$ cat src/rtl/prsc_column_requant_stream_pkg.sv
// Shared sizing and requantization helpers for the overlap-add output path.
// Column geometry is derived from the core/kernel/stride setup so it tracks the overlap stage.
package prsc_column_requant_stream_pkg;

    localparam int PIX_WIDTH    = 8;
    localparam int CORE_IN_SIZE = 2;
    localparam int KERNEL_SIZE  = 4;
    localparam int STRIDE       = 2;

    typedef logic signed [2*PIX_WIDTH-1:0] acc_pix_t;
    typedef logic        [PIX_WIDTH-1:0]   pix_t;
    typedef logic signed [2*PIX_WIDTH:0]   ext_pix_t;

    function automatic int size_of_prsc_input(input int core_in, input int kernel);
        return core_in * kernel;
    endfunction

    function automatic int size_of_prsc_output(input int core_in, input int kernel, input int stride);
        return (core_in - 1) * stride + kernel;
    endfunction

    localparam int SIZE_OF_PRSC_INPUT  = size_of_prsc_input(CORE_IN_SIZE, KERNEL_SIZE);
    localparam int SIZE_OF_PRSC_OUTPUT = size_of_prsc_output(CORE_IN_SIZE, KERNEL_SIZE, STRIDE);

    localparam ext_pix_t SAT_MAX = {{(PIX_WIDTH+2){1'b0}}, {(PIX_WIDTH-1){1'b1}}};
    localparam ext_pix_t SAT_MIN = {{(PIX_WIDTH+2){1'b1}}, {(PIX_WIDTH-1){1'b0}}};
    localparam ext_pix_t RND_ONE = {{(2*PIX_WIDTH){1'b0}}, 1'b1};

    // One extra bit of headroom keeps the rounding add from wrapping.
    function automatic pix_t sat_round(input acc_pix_t x, input logic [7:0] sh, input logic relu);
        ext_pix_t xe;
        ext_pix_t rnd;
        ext_pix_t y;
        xe  = {x[2*PIX_WIDTH-1], x};
        rnd = '0;
        if (sh != 8'd0) rnd = RND_ONE <<< (sh - 8'd1);
        y = (xe + rnd) >>> sh;
        if (y > SAT_MAX)      y = SAT_MAX;
        else if (y < SAT_MIN) y = SAT_MIN;
        if (relu && y[2*PIX_WIDTH]) y = '0;
        return y[PIX_WIDTH-1:0];
    endfunction

endpackage

$ cat src/rtl/prsc_column_requant_stream_fifo.sv
// Generic synchronous FIFO with occupancy; a write into a full FIFO succeeds only alongside a read.
// Head data reads as zero while empty so downstream never sees stale entries.
module col_sync_fifo #(
    parameter int WIDTH = 8,
    parameter int DEPTH = 4
) (
    input  logic                           clk_i,
    input  logic                           rst_i,
    input  logic                           wr_en_i,
    input  logic [WIDTH-1:0]               wr_data_i,
    input  logic                           rd_en_i,
    output logic [WIDTH-1:0]               rd_data_o,
    output logic                           full_o,
    output logic                           empty_o,
    output logic [$clog2(DEPTH+1)-1:0]     count_o
);
    localparam int PTR_W = (DEPTH > 1) ? $clog2(DEPTH) : 1;
    localparam int CNT_W = $clog2(DEPTH+1);

    logic [WIDTH-1:0] mem_q [DEPTH];
    logic [PTR_W-1:0] wr_ptr_q, wr_ptr_d, rd_ptr_q, rd_ptr_d;
    logic [CNT_W-1:0] count_q, count_d;
    logic             do_wr, do_rd;

    assign full_o    = (count_q == CNT_W'(DEPTH));
    assign empty_o   = (count_q == '0);
    assign count_o   = count_q;
    assign do_rd     = rd_en_i & ~empty_o;
    assign do_wr     = wr_en_i & (~full_o | do_rd);
    assign rd_data_o = empty_o ? '0 : mem_q[rd_ptr_q];

    always_comb begin
        wr_ptr_d = wr_ptr_q;
        rd_ptr_d = rd_ptr_q;
        count_d  = count_q;
        if (do_wr) wr_ptr_d = (wr_ptr_q == PTR_W'(DEPTH-1)) ? '0 : wr_ptr_q + 1'b1;
        if (do_rd) rd_ptr_d = (rd_ptr_q == PTR_W'(DEPTH-1)) ? '0 : rd_ptr_q + 1'b1;
        case ({do_wr, do_rd})
            2'b10:   count_d = count_q + 1'b1;
            2'b01:   count_d = count_q - 1'b1;
            default: count_d = count_q;
        endcase
    end

    always_ff @(posedge clk_i or negedge rst_i) begin
        if (!rst_i) begin
            wr_ptr_q <= '0;
            rd_ptr_q <= '0;
            count_q  <= '0;
        end else begin
            wr_ptr_q <= wr_ptr_d;
            rd_ptr_q <= rd_ptr_d;
            count_q  <= count_d;
        end
    end

    always_ff @(posedge clk_i) begin
        if (do_wr) mem_q[wr_ptr_q] <= wr_data_i;
    end

endmodule

$ cat src/rtl/prsc_column_requant_stream.sv
// Requantizes overlap-add columns to PIX_WIDTH, tags tile ends and streams them out via a FIFO.
// The upstream cannot stall, so a full FIFO drops columns and raises a sticky overflow flag.
module prsc_column_requant_stream
    import prsc_column_requant_stream_pkg::*;
#(
    parameter int COL_LEN       = SIZE_OF_PRSC_OUTPUT,
    parameter int COLS_PER_TILE = SIZE_OF_PRSC_OUTPUT,
    parameter int FIFO_DEPTH    = 4,
    parameter int SHIFT_W       = 4
) (
    input  logic                                clk_i,
    input  logic                                rst_i,
    input  logic                                en_i,
    input  logic                                valid_i,
    input  logic [2*PIX_WIDTH*COL_LEN-1:0]      column_i,
    input  logic [SHIFT_W-1:0]                  shift_i,
    input  logic                                relu_en_i,
    input  logic                                clear_i,
    output logic [PIX_WIDTH*COL_LEN-1:0]        m_data_o,
    output logic                                m_valid_o,
    output logic                                m_last_o,
    input  logic                                m_ready_i,
    output logic                                overflow_o,
    output logic [$clog2(FIFO_DEPTH+1)-1:0]     fill_o
);
    localparam int OUT_W = PIX_WIDTH * COL_LEN;
    localparam int CNT_W = (COLS_PER_TILE > 1) ? $clog2(COLS_PER_TILE) : 1;

    logic             accept;
    logic             s1_vld_q, s1_vld_d;
    logic [OUT_W-1:0] s1_data_q, s1_data_d;
    logic             s1_last_q, s1_last_d;
    logic [CNT_W-1:0] cnt_q, cnt_d;
    logic             ovf_q, ovf_d;
    logic             full, empty, push, pop, drop;
    logic [OUT_W:0]   head;

    assign accept = en_i & valid_i;
    assign pop    = m_valid_o & m_ready_i;
    assign push   = s1_vld_q & (~full | pop);
    assign drop   = s1_vld_q & full & ~pop;

    always_comb begin
        s1_vld_d  = accept;
        s1_data_d = s1_data_q;
        s1_last_d = s1_last_q;
        if (accept) begin
            for (int k = 0; k < COL_LEN; k++) begin
                s1_data_d[k*PIX_WIDTH +: PIX_WIDTH] =
                    sat_round(column_i[k*2*PIX_WIDTH +: 2*PIX_WIDTH], 8'(shift_i), relu_en_i);
            end
            s1_last_d = (cnt_q == CNT_W'(COLS_PER_TILE-1));
        end
    end

    // Dropped columns still advance the counter so tile framing stays aligned.
    always_comb begin
        cnt_d = cnt_q;
        if (clear_i)     cnt_d = '0;
        else if (accept) cnt_d = (cnt_q == CNT_W'(COLS_PER_TILE-1)) ? '0 : cnt_q + 1'b1;
        ovf_d = clear_i ? 1'b0 : (ovf_q | drop);
    end

    always_ff @(posedge clk_i or negedge rst_i) begin
        if (!rst_i) begin
            s1_vld_q  <= 1'b0;
            s1_data_q <= '0;
            s1_last_q <= 1'b0;
            cnt_q     <= '0;
            ovf_q     <= 1'b0;
        end else begin
            s1_vld_q  <= s1_vld_d;
            s1_data_q <= s1_data_d;
            s1_last_q <= s1_last_d;
            cnt_q     <= cnt_d;
            ovf_q     <= ovf_d;
        end
    end

    col_sync_fifo #(
        .WIDTH (OUT_W + 1),
        .DEPTH (FIFO_DEPTH)
    ) u_fifo (
        .clk_i     (clk_i),
        .rst_i     (rst_i),
        .wr_en_i   (push),
        .wr_data_i ({s1_last_q, s1_data_q}),
        .rd_en_i   (pop),
        .rd_data_o (head),
        .full_o    (full),
        .empty_o   (empty),
        .count_o   (fill_o)
    );

    assign m_valid_o  = ~empty;
    assign m_data_o   = head[OUT_W-1:0];
    assign m_last_o   = head[OUT_W];
    assign overflow_o = ovf_q;

endmodule

$ cat config.mk
export PLATFORM = sky130hd
export DESIGN_NAME = prsc_column_requant_stream
export DESIGN_NICKNAME = d
export VERILOG_FILES = /design/src/rtl/prsc_column_requant_stream_pkg.sv /design/src/rtl/prsc_column_requant_stream_fifo.sv /design/src/rtl/prsc_column_requant_stream.sv
export SDC_FILE = /design/constraint.sdc
export NUM_CORES = 1
export LEC_CHECK = 0
export BUFFER_PORTS_ARGS = -buffer_cell sky130_fd_sc_hd__buf_2
export CAP_MARGIN = 20
export CELL_PAD_IN_SITES_DETAIL_PLACEMENT = 0
export CELL_PAD_IN_SITES_GLOBAL_PLACEMENT = 1
export CORE_UTILIZATION = 35
export CTS_CLUSTER_DIAMETER = 50
export DETAILED_ROUTE_END_ITERATION = 16
export GPL_TIMING_DRIVEN = 0
export PLACE_DENSITY_LB_ADDON = 0.08
export SLEW_MARGIN = 20
export SYNTH_ARGS = -nofsm -noshare
export SYNTH_HDL_FRONTEND = slang
export SYNTH_SLANG_ARGS = --single-unit
$ cat constraint.sdc
create_clock -name clk_i -period 3.55 [get_ports clk_i]
set_input_delay 1.065 -clock clk_i [delete_from_list [all_inputs] [get_ports clk_i]]
set_output_delay 1.065 -clock clk_i [all_outputs]
set_load 0.1 [all_outputs]
==> results list <==
* Result of the run: finished with violations
- The checks that failed: setup timing.
* GR Util All Layers: 32.0%
- Most frequently used flop master after synthesis: edfxtp_1
- The multi-input combinational cells in the finished layout cover a total of 16,500 sq um.
* Horizontal die dimension: 255 microns
* WL final: 106 mm
- Clock network power share: 15.7%
- For flop-to-flop paths, the worst setup slack is 1.19 ns.
- Endpoint required time on the critical path: 3.98 ns
- Seq/Total Area, Yosys: 33.2%
- Buffer cell driving the clock tree root: clkbuf_16
* Core ar.: 63,100 sq um
- The max-slew violation count is 0.
- Cell seen most often among critical-path stages: buf_12
* Site Rows: 92
* Overall overflow remaining after global route: 0
- Dividing the detail-routed wire length by the instance count gives 29.1 microns.
- The clock arrives with 0.00826 ns of skew.
- Most common cell after layout, fill and taps aside: buf_4
- Before CTS, the worst setup slack after placement is -7.19 ns.
- Fill cells in the final layout number 6,131.
* First-pass GRT wire length: 151 mm
* Highest-count cells in the layout ignoring fill and taps: buf_4, edfxtp_1, nand2_1
- Setup-failing EPs final: 48
- Type of the worst setup path: input port to register
- Die Height: 255 microns
* Sort of element at the end of the critical path: register
- The endpoint identified for the worst register-to-register timing path is u_fifo.count_o[2].
* Remaining max-slew budget at the tightest pin: 16.1%
* Max capacitance violation total: 0
- First-pass iteration count of the detailed router: 9
* Clock period minus final worst setup slack: 6.94 ns
* Vias per std cell: 6.16
* Clk buf depth: 3
* Area of the mapped netlist: 22,400 sq um
- Data arrival time of the critical path: 7.37 ns
* Worst Reg-to-Reg Cells: 9
- Number of enable-type register cells in the synthesized netlist: 196
- Net Switching: 7.57 mW
* Post-synthesis cell count: 2,380
- Met3 Usage GRT: 2.81%
- Count of nets left with antenna violations after detail routing: 0
- Met2 routing resource usage after global routing: 52.7%
- Clock tree synthesis inserted a total of 23 buffers.
- The die covers 64,900 sq um.
- The repair_antennas step left the layout with diodes totalling 0.
- Synthesis inferred 257 register bits.
* Count of unresolved DRC violations after routing: 0
- Power comes to 15.4 mW.
- Pin count of the biggest net entering global routing: 54
- For this design, the slowest cell found on the critical path is or4b_4.
* Hold_ws: 0.395 ns
* Layer carrying the most global-route usage: met2
- The sequential cells in the finished layout cover a total of 7410 sq um.
- Clock tree sinks: 257
- In this run the critical register-to-register path is launched from u_fifo.count_o[0].
* Lkg Pwr: 11.5 nW
- CTS tree: yes
- For the pin with the worst max-slew slack, the measured transition is 1.25 ns.
- The congestion estimate from routability-driven global placement came to 1.01.
- Final cycle utilization of the critical path: 195%
- In this run the number of H-tree levels came out at 1.
- In this run, post-CTS hold repair placed 0 buffers.
- Count of yosys warnings during synthesis: 0
- Input and output buffers added on the ports amount to 149.
* Achievable clock frequency: 0.144 GHz
* Hold Violations, Final: 0
- Initial core utilization: 35.4%
- The initial antenna violation count was 1.
- Clk pin slew, worst setup/hold paths: 0.06 ns
- VDD sags by at most 0.557 mV.
* Hold WC Path Type: input port to asynchronous set/reset pin
* Biggest fanout along the worst timing path: 10
* Fraction of power spent switching nets: 49.1%
* Worst path max stage delay: 0.48 ns
- Type of element launching the critical path: input port
* Post-synthesis average cell area: 9.39 sq um
* Sequential share of power: 26.4%
- Detailed-route via count: 22,500
- Boundary Pins: 161
* Number of library cell types mapped by synthesis: 116
- Detailed placer's ending HPWL: 80.8 mm
- The number of global-route vias before repair is 21,600.
- Counting flops with an async set or reset pin after synthesis yields a share of 23.7%.
- The number of nets handed over by synthesis was 2,567.
* Final Util: 48.0%
- The final layout contains 2,973 nets.
* Power density over the cells: 509 nW/um^2
* Share of final-layout standard cells stronger than drive strength 1: 36.0%
- The detailed router finished its first iteration with 1,845 violations.
- After layout, the worst setup slack is -3.39 ns.
- Area growth from synthesis to layout: 35.6%
* Clock latency reported for the late side of the worst-skew pair: 0.51 ns
- Internal Dissipation: 7.84 mW
- Summed over all failing endpoints, the final setup total negative slack is -150.15 ns.
* Global routing met1 resource utilization: 41.8%
- Setup repair after global routing could not meet its margin everywhere.
- The share of total power dissipated in combinational logic is 57.9%.
## final cells by class
class | count | area share (%)
plain buffers | 148 | 4.03
clock buffers | 34 | 2.17
clock inverters | 7 | 0.264
inverters | 61 | 0.904
multi-input cells | 1893 | 54.5
flip-flops and latches | 257 | 24.5
well taps | 846 | 3.49
repair buffers | 402 | 10.2
## state kept, by name, summed over array words and instances, names as in the netlist
register         count
s1_data_q           48
u_fifo.rd_ptr_q      2
u_fifo.count_o       3
cnt_q                3
s1_last_q            1
u_fifo.wr_ptr_q      2
overflow_o           1
s1_vld_q             1
u_fifo.mem_q       196
## cell families after synthesis
group | after synthesis | synth area share, %
AND/OR/NAND/NOR | 728 | 16.2
buffers and inverters | 230 | 4.28
adder cells (fa/ha/maj) | 88 | 4.87
AO/OA/AOI/OAI | 777 | 24.8
multiplexers | 162 | 10.9
flip-flops | 257 | 33.2
XOR/XNOR | 138 | 5.78
## per-layer routing
| metal | vias to the layer above | part of all wire, % |
|---|---|---|
| met5 | - | 0 |
| met3 | 264 | 5.4 |
| met1 | 11200 | 42 |
| met2 | 984 | 46 |
| met4 | 0 | 6.1 |
| li1 | 10000 | - |
## synthesized netlist by cell type (23+ instances only)
| master | n | area (sq um) |
|---|---|---|
| and3_1 | 26 | 163 |
| inv_1 | 56 | 210 |
| and2_1 | 70 | 438 |
| mux2_2 | 34 | 383 |
| ha_1 | 79 | 988 |
| a31oi_1 | 44 | 275 |
| a21oi_1 | 160 | 801 |
| buf_1 | 23 | 86.3 |
| nand2_1 | 197 | 739 |
| edfxtp_1 | 196 | 5890 |
| a21o_1 | 48 | 360 |
| xnor2_1 | 90 | 788 |
| nand3_1 | 50 | 250 |
| nor3_1 | 45 | 225 |
| mux2i_1 | 66 | 661 |
| a211oi_1 | 53 | 398 |
| dfrtp_1 | 61 | 1530 |
| clkbuf_1 | 119 | 447 |
| xor2_1 | 40 | 350 |
| o211ai_1 | 42 | 315 |
| mux4_2 | 61 | 1370 |
| o21ai_0 | 130 | 651 |
| nor2_1 | 197 | 739 |
| o21a_1 | 23 | 173 |
## worst max path at each step
stage | depth (start not counted) | slack [ns] | from | end
2_1_floorplan | 32 | -3.80 | shift_i[0] | s1_data_q[26]
3_3_place_gp | 28 | -7.25 | shift_i[3] | s1_data_q[42]
3_5_place_dp | 28 | -7.19 | shift_i[3] | s1_data_q[42]
4_1_cts | 33 | -3.43 | shift_i[0] | s1_data_q[26]
5_1_grt | 33 | -3.51 | shift_i[0] | s1_data_q[43]
6_report | 33 | -3.39 | shift_i[0] | s1_data_q[42]
## timing repair
action	CTS	global route
pin swaps	153	95
setup buffers	185	64
cloned	1	0
setup endpoints to repair	97	56
gates resized for setup	448	148
## worst max-delay path: cells and delay by family
kind,cells,cell delay [ns]
AO/OA/AOI/OAI,11,2.06
adder cells (fa/ha/maj),2,0.50
buffers and inverters,14,2.12
AND/OR/NAND/NOR,6,1.54
## metrics by stage
step                      instance area [sq um]  cells
after global routing                      30300   3648
after detailed placement                  24900   3381
final                                     30300   3648
after CTS                                 29200   3591
after floorplan                           22900   2380
after global placement                    24800   3375
## power by group through the flow
stage	combinational (mW)	sequential [mW]	clock [mW]
final	8.92	4.07	2.42
after global routing	9.36	4.12	2.59
after CTS	8.67	4.08	2.48
after detailed placement	7.97	4.12	0
after global placement	7.93	4.11	0
after floorplan	6.11	4.14	0
(Power assumes the default switching activity.)
